$ cat config.mk
export PLATFORM = sky130hd
export DESIGN_NAME = alu_operand_seq
export DESIGN_NICKNAME = d
export VERILOG_FILES = /design/src/rtl/alu_operand_seq_pkg.sv /design/src/rtl/alu_operand_seq_regfile.sv /design/src/rtl/alu_operand_seq.sv
export SDC_FILE = /design/constraint.sdc
export NUM_CORES = 2
export LEC_CHECK = 0
export ABC_AREA = 0
export CAP_MARGIN = 20
export CELL_PAD_IN_SITES_DETAIL_PLACEMENT = 1
export CELL_PAD_IN_SITES_GLOBAL_PLACEMENT = 1
export CORE_MARGIN = 2
export CORE_UTILIZATION = 55
export CTS_BUF_LIST = sky130_fd_sc_hd__clkbuf_8
export CTS_CLUSTER_DIAMETER = 60
export CTS_CLUSTER_SIZE = 28
export DETAILED_ROUTE_END_ITERATION = 6
export HOLD_SLACK_MARGIN = 0.05
export PLACE_DENSITY_LB_ADDON = 0.1
export SLEW_MARGIN = 15
export SYNTH_ARGS = -nofsm -noshare
export SYNTH_HDL_FRONTEND = slang
export SYNTH_SLANG_ARGS = --single-unit
$ cat constraint.sdc
create_clock -name clk -period 5.3 [get_ports clk]
set_input_delay 0.795 -clock clk [delete_from_list [all_inputs] [get_ports clk]]
set_output_delay 0.795 -clock clk [all_outputs]
set_load 0.02 [all_outputs]
$ cat src/rtl/alu_operand_seq_pkg.sv
// Shared definitions for the ALU operand sequencer.
// Contents: data / register-index widths, default legal op count, op-code
// constants, the sequencer FSM state type and the immediate sign-extender.
package alu_operand_seq_pkg;

    localparam int DATA_W      = 32;
    localparam int REG_IDX_W   = 5;
    localparam int OP_W        = 5;
    localparam int IMM_W       = 16;
    localparam int NUM_REGS    = 32;
    localparam int NUM_OPS_DEF = 7;

    localparam logic [OP_W-1:0] OP_AND = 5'd0;
    localparam logic [OP_W-1:0] OP_OR  = 5'd1;
    localparam logic [OP_W-1:0] OP_ADD = 5'd2;
    localparam logic [OP_W-1:0] OP_SUB = 5'd3;
    localparam logic [OP_W-1:0] OP_XOR = 5'd4;
    localparam logic [OP_W-1:0] OP_SLT = 5'd5;
    localparam logic [OP_W-1:0] OP_NOR = 5'd6;

    typedef enum logic [2:0] {
        S_IDLE,
        S_ISSUE,
        S_WAIT,
        S_WB,
        S_ERR
    } state_t;

    function automatic logic signed [DATA_W-1:0] sext_imm(input logic [IMM_W-1:0] imm);
        return {{(DATA_W-IMM_W){imm[IMM_W-1]}}, imm};
    endfunction

endpackage

$ cat src/rtl/alu_operand_seq_regfile.sv
// 32 x 32-bit register file for the ALU operand sequencer.
// Ports:
//   clk, rst              clock, synchronous active-high clear of all entries
//   i_ra_addr/o_ra_data   combinational read port A
//   i_rb_addr/o_rb_data   combinational read port B
//   i_dbg_addr/o_dbg_data combinational debug read port
//   i_we/i_wa/i_wd        synchronous write port
// Register 0 always reads zero; writes addressed to it are dropped.
module alu_regfile
    import alu_operand_seq_pkg::*;
(
    input  logic                 clk,
    input  logic                 rst,
    input  logic [REG_IDX_W-1:0] i_ra_addr,
    output logic [DATA_W-1:0]    o_ra_data,
    input  logic [REG_IDX_W-1:0] i_rb_addr,
    output logic [DATA_W-1:0]    o_rb_data,
    input  logic [REG_IDX_W-1:0] i_dbg_addr,
    output logic [DATA_W-1:0]    o_dbg_data,
    input  logic                 i_we,
    input  logic [REG_IDX_W-1:0] i_wa,
    input  logic [DATA_W-1:0]    i_wd
);

    logic [DATA_W-1:0] r_mem [NUM_REGS];

    always_ff @(posedge clk) begin
        if (rst) begin
            for (int i = 0; i < NUM_REGS; i++) begin
                r_mem[i] <= '0;
            end
        end else if (i_we && (i_wa != '0)) begin
            r_mem[i_wa] <= i_wd;
        end
    end

    // Entry 0 is never written after reset, but the read mux still forces
    // zero so the guarantee does not depend on the write guard alone.
    assign o_ra_data  = (i_ra_addr  == '0) ? '0 : r_mem[i_ra_addr];
    assign o_rb_data  = (i_rb_addr  == '0) ? '0 : r_mem[i_rb_addr];
    assign o_dbg_data = (i_dbg_addr == '0) ? '0 : r_mem[i_dbg_addr];

endmodule

$ cat src/rtl/alu_operand_seq.sv
// ALU operand sequencer: accepts one register-to-register (or register-
// immediate) command at a time, presents operands to an external ALU with
// fixed latency ALU_LAT, writes the result back to its register file.
// Ports:
//   clk, rst                     clock, synchronous active-high reset
//   CMD_VALID/CMD_READY          command handshake (ready only in IDLE)
//   CMD_OP/RS/RT/RD/USE_IMM/IMM  command fields, captured at transfer
//   ALU_A/ALU_B/ALU_OP           registered operands to the external ALU
//   ALU_OUT                      external ALU result
//   DONE/RESULT                  writeback pulse and last written value
//   ERR                          pulse for a command with an illegal op
//   DBG_ADDR/DBG_DATA            combinational register-file peek
module alu_operand_seq
    import alu_operand_seq_pkg::*;
#(
    parameter int ALU_LAT = 1,            // legal range 1..4
    parameter int NUM_OPS = NUM_OPS_DEF
) (
    input  logic                 clk,
    input  logic                 rst,
    input  logic                 CMD_VALID,
    output logic                 CMD_READY,
    input  logic [OP_W-1:0]      CMD_OP,
    input  logic [REG_IDX_W-1:0] CMD_RS,
    input  logic [REG_IDX_W-1:0] CMD_RT,
    input  logic [REG_IDX_W-1:0] CMD_RD,
    input  logic                 CMD_USE_IMM,
    input  logic [IMM_W-1:0]     CMD_IMM,
    output logic [DATA_W-1:0]    ALU_A,
    output logic [DATA_W-1:0]    ALU_B,
    output logic [OP_W-1:0]      ALU_OP,
    input  logic [DATA_W-1:0]    ALU_OUT,
    output logic                 DONE,
    output logic [DATA_W-1:0]    RESULT,
    output logic                 ERR,
    input  logic [REG_IDX_W-1:0] DBG_ADDR,
    output logic [DATA_W-1:0]    DBG_DATA
);

    // WAIT spans ALU_LAT-1 cycles; the counter is loaded with one less
    // because the cycle in which it reads zero is itself a WAIT cycle.
    localparam logic [1:0] WAIT_INIT = (ALU_LAT > 1) ? 2'(ALU_LAT - 2) : 2'd0;

    state_t                 r_state;
    logic [1:0]             r_wait_cnt;
    logic [OP_W-1:0]        r_op;
    logic [REG_IDX_W-1:0]   r_rs;
    logic [REG_IDX_W-1:0]   r_rt;
    logic [REG_IDX_W-1:0]   r_rd;
    logic                   r_use_imm;
    logic [IMM_W-1:0]       r_imm;
    logic [DATA_W-1:0]      r_alu_a;
    logic signed [DATA_W-1:0] r_alu_b;
    logic [OP_W-1:0]        r_alu_op;
    logic [DATA_W-1:0]      r_result;
    logic                   r_done;
    logic                   r_err;

    logic                   w_accept;
    logic                   w_op_legal;
    logic [DATA_W-1:0]      w_rs_data;
    logic [DATA_W-1:0]      w_rt_data;
    logic                   w_we;

    // Ready is gated by rst directly so it is low throughout reset and high
    // in the very first cycle after reset is released.
    assign CMD_READY  = (r_state == S_IDLE) && !rst;
    assign w_accept   = CMD_VALID && CMD_READY;
    assign w_op_legal = int'(CMD_OP) < NUM_OPS;
    assign w_we       = (r_state == S_WB);

    alu_regfile u_regfile (
        .clk        (clk),
        .rst        (rst),
        .i_ra_addr  (r_rs),
        .o_ra_data  (w_rs_data),
        .i_rb_addr  (r_rt),
        .o_rb_data  (w_rt_data),
        .i_dbg_addr (DBG_ADDR),
        .o_dbg_data (DBG_DATA),
        .i_we       (w_we),
        .i_wa       (r_rd),
        .i_wd       (ALU_OUT)
    );

    // Command capture: data only, qualified by the handshake.
    always_ff @(posedge clk) begin
        if (w_accept) begin
            r_op      <= CMD_OP;
            r_rs      <= CMD_RS;
            r_rt      <= CMD_RT;
            r_rd      <= CMD_RD;
            r_use_imm <= CMD_USE_IMM;
            r_imm     <= CMD_IMM;
        end
    end

    // Sequencer FSM with registered operand / status outputs.
    always_ff @(posedge clk) begin
        if (rst) begin
            r_state    <= S_IDLE;
            r_wait_cnt <= '0;
            r_alu_a    <= '0;
            r_alu_b    <= '0;
            r_alu_op   <= '0;
            r_result   <= '0;
            r_done     <= 1'b0;
            r_err      <= 1'b0;
        end else begin
            r_done <= 1'b0;
            r_err  <= 1'b0;
            case (r_state)
                S_IDLE: begin
                    if (w_accept) begin
                        if (w_op_legal) begin
                            r_state <= S_ISSUE;
                        end else begin
                            r_state <= S_ERR;
                            r_err   <= 1'b1;
                        end
                    end
                end
                S_ISSUE: begin
                    // RS/RD aliasing is safe: reads happen here, the write
                    // only in WB, and only one command is ever in flight.
                    r_alu_a  <= w_rs_data;
                    r_alu_b  <= r_use_imm ? sext_imm(r_imm) : w_rt_data;
                    r_alu_op <= r_op;
                    if (ALU_LAT <= 1) begin
                        r_state <= S_WB;
                    end else begin
                        r_wait_cnt <= WAIT_INIT;
                        r_state    <= S_WAIT;
                    end
                end
                S_WAIT: begin
                    if (r_wait_cnt == '0) begin
                        r_state <= S_WB;
                    end else begin
                        r_wait_cnt <= r_wait_cnt - 2'd1;
                    end
                end
                S_WB: begin
                    r_result <= ALU_OUT;
                    r_done   <= 1'b1;
                    r_state  <= S_IDLE;
                end
                S_ERR: begin
                    r_state <= S_IDLE;
                end
                default: begin
                    r_state <= S_IDLE;
                end
            endcase
        end
    end

    assign ALU_A  = r_alu_a;
    assign ALU_B  = r_alu_b;
    assign ALU_OP = r_alu_op;
    assign RESULT = r_result;
    assign DONE   = r_done;
    assign ERR    = r_err;

endmodule

==> impl_metrics.tcl <==
set metrics [dict create \
    drtPass1Iterations 6 \
    r2r_slack_ns 1.53 \
    cp_slowest_cell "mux4_2" \
    status "complete, no violations" \
    portBuffers 212 \
    crit_path_start_kind "primary input" \
    hold_viol_final 0 \
    max-cap-violations 0 \
    synth_area_leaders "edfxtp_1, mux4_2, and2_1" \
    drtAntennaViolNets 0 \
    yosysSeqAreaShare_pct 50.6 \
    slowest_delay_ns 0.58 \
    post_drt_wl_per_cell_um 44.7 \
    p_leak_uw 0.0264 \
    synth.largest_area_cell "edfxtp_1" \
    grt_pass1_vias 49300 \
    post-route-util_pct 62.1 \
    path_cells "buf_8, buf_4, mux4_2, mux4_2, a22o_1, clkdlybuf4s50_1" \
    worstReg2RegEnd "u_regfile.r_mem[3][15]" \
    fin_crit_sh_pct 83.7 \
    r2r_cells 4 \
    cts_buffer_depth 3 \
    start_util_pct 55.5 \
    ys_seq_elements 1179 \
    syn_area_mm2 0.0676 \
    core_area_mm2 0.122 \
    htreeDepth 4 \
    fin_worst_skew_ns 0.0389 \
    globalplace.congestion 0.914 \
    die_h_um 355 \
    insertion_delay_ns 0.96 \
    cp_max_fo 33 \
    fin_hold_ws_ns 0.270 \
    vias 49300 \
    fin_area_mm2 0.0757 \
    setup_violations 0 \
    die-area_mm2 0.126 \
    fin_nets 4603 \
    dpl-instance-area_mm2 0.0725 \
    hold_depth 2 \
    syn_inst 4451 \
    row_count 128 \
    r2r_start "r_state[1]" \
    numCtsBuffers 131 \
    overflow 0 \
    cp_top_family "buffers and inverters" \
    synth_edf_count 1061 \
    endpoint_kind "output pin" \
    synth_ff_type "edfxtp_1" \
    min_from "rst" \
    drc 0 \
    grt_usage_pct 44.9 \
    pin_count 213 \
    slew_viol_final 0 \
    pwr_density_cell_mw_per_mm2 303 \
    cts_tree "yes" \
    syn_avg_cell_area_um2 15.2 \
    crit_top_cell "mux4_2" \
    postRouteWirelength_um 281000 \
    synthArstFlopShare_pct 0 \
    cts_sinks 1179 \
    postCtsHoldBufs 0 \
    clock.fmax_ghz 0.226 \
    clock-root-buffer "clkbuf_8" \
    crit_type "in2out" \
    clkTransAtPathRegs_ns 0.09 \
    viasPerCell 7.86 \
    setup_tns_ns 0 \
    grt_setup_unrepaired "false" \
    cts_resized 0 \
    tightest_slew_ns 1.19 \
    yosysWarnings 0 \
    vdd_ir_drop_max_mv 0.339 \
    drtIter0Drc 9254 \
    areaGrowthSynthToFinish_pct 12.0 \
    grt_pass1_wl_um 389000 \
    min_to "ALU_OP[4]" \
    antenna_found_initial 29 \
    grt_start_max_net_pins 84 \
    drive_gt1_share_pct 30.4 \
    dpl.hpwl_um 173000 \
    worstHoldPathType "in2reg" \
    cp.arrival_ns 3.64 \
    synth_top_area_share_pct 47.1 \
    postCtsSetupBuffers 0 \
    die_w_um 355 \
    relSlewSlack_pct 20.1 \
    min_period_ns 4.43 \
    synthDistinctLibCells 58 \
    required_ns 4.51 \
    crit_buf_inv 3 \
]
kinds of logic after synthesis:
logic type	Yosys count	share of synthesized area, %
other	1	0.00555
multiplexers	1023	30.3
XOR/XNOR	2	0.0259
buffers and inverters	505	3.10
adder cells (fa/ha/maj)	1	0.0185
AO/OA/AOI/OAI	375	4.05
AND/OR/NAND/NOR	1365	11.8
flip-flops	1179	50.6
Yosys cell counts (28+ instances only):
cell	instances
nand2_1	168
buf_1	29
o31ai_1	32
mux4_2	817
and2_1	1027
a22o_1	33
mux2i_1	164
a31o_2	32
o22ai_1	55
dfxtp_1	118
o21ai_0	36
nor2_1	61
and3_1	46
mux2_2	42
edfxtp_1	1061
a311oi_1	37
buf_2	105
a211oi_1	28
a21oi_1	55
clkbuf_1	348
sequential cells by signal (all words and copies together) (netlist names), named ones only:
signal / flops
ERR: 1
RESULT: 32
r_op: 5
r_rs: 5
r_rd: 5
ALU_OP: 5
r_imm: 16
r_rt: 5
u_regfile.r_mem: 1024
DONE: 1
ALU_A: 32
r_use_imm: 1
r_state: 3
r_wait_cnt: 2
ALU_B: 32
where the power goes:
group          internal, µW  switching [µW]
registers             10500             513
clock network          3260            3980
logic                  2060            2620
worst reg2reg max path, cell delays in order, from the launching register on:
cell	delay [ns]
dfxtp_1	0.57
and4bb_2	0.49
nand3_2	0.85
o21ai_4	1.06
buf_12	0.41
per-stage QoR:
step | setup WS [ns] | std cells | total power [µW]
2_1_floorplan | 0.991 | 4482 | 13900
3_3_place_gp | 0.904 | 6005 | 15600
3_5_place_dp | 0.874 | 6010 | 15700
4_1_cts | 0.870 | 6252 | 22700
5_1_grt | 0.775 | 6265 | 23300
6_report | 0.866 | 6279 | 22900
worst max path at each step:
stage | from | end | slack [ns] | cells after the start
after floorplan | rst | u_regfile.r_mem[23][0] | 0.99 | 4
after global placement | DBG_ADDR[0] | DBG_DATA[11] | 0.90 | 6
after detailed placement | DBG_ADDR[0] | DBG_DATA[12] | 0.87 | 6
after CTS | DBG_ADDR[0] | DBG_DATA[12] | 0.87 | 6
after global routing | DBG_ADDR[0] | DBG_DATA[12] | 0.77 | 6
final | DBG_ADDR[0] | DBG_DATA[4] | 0.87 | 6
placed cells by master, fill, tap and decap left out, types with 13 or more instances in the layout:
master              n
clkbuf_8          139
a311oi_1           37
o22ai_1            55
o221ai_1           17
a22o_1             33
conb_1             32
clkdlybuf4s50_1   204
and2_1           1026
clkinvlp_4         16
a31o_2             32
bufinv_16          13
diode_2            20
inv_6              17
nor2_4             31
o31ai_1            32
o21ai_4            31
nor2b_1            19
edfxtp_1         1061
buf_4             143
mux2i_1           164
nand2_1           168
a21oi_1            53
inv_8              15
dfxtp_1           109
a2111oi_0          17
a211oi_1           28
nor2_1             29
and3_1             46
mux2_2             42
buf_12             43
mux4_2            817
per-layer routing:
metal | routed length (µm) | global-route usage, %
met1 | 93500 | 58.8
met3 | 45500 | 16.7
met4 | 20100 | 27.1
met2 | 122000 | 64.2
met5 | 10 | 0
area by class of cell:
class	instances	area, µm²
Fill cell	10900	46200
Clock buffer	139	1910
Timing Repair Buffer	408	4270
Sequential cell	1179	34300
Tap cell	1625	2030
Antenna cell	20	50.0
Clock inverter	103	1090
Inverter	7	31.3
Multi-Input combinational cell	2798	32100
(Power assumes the default switching activity.)
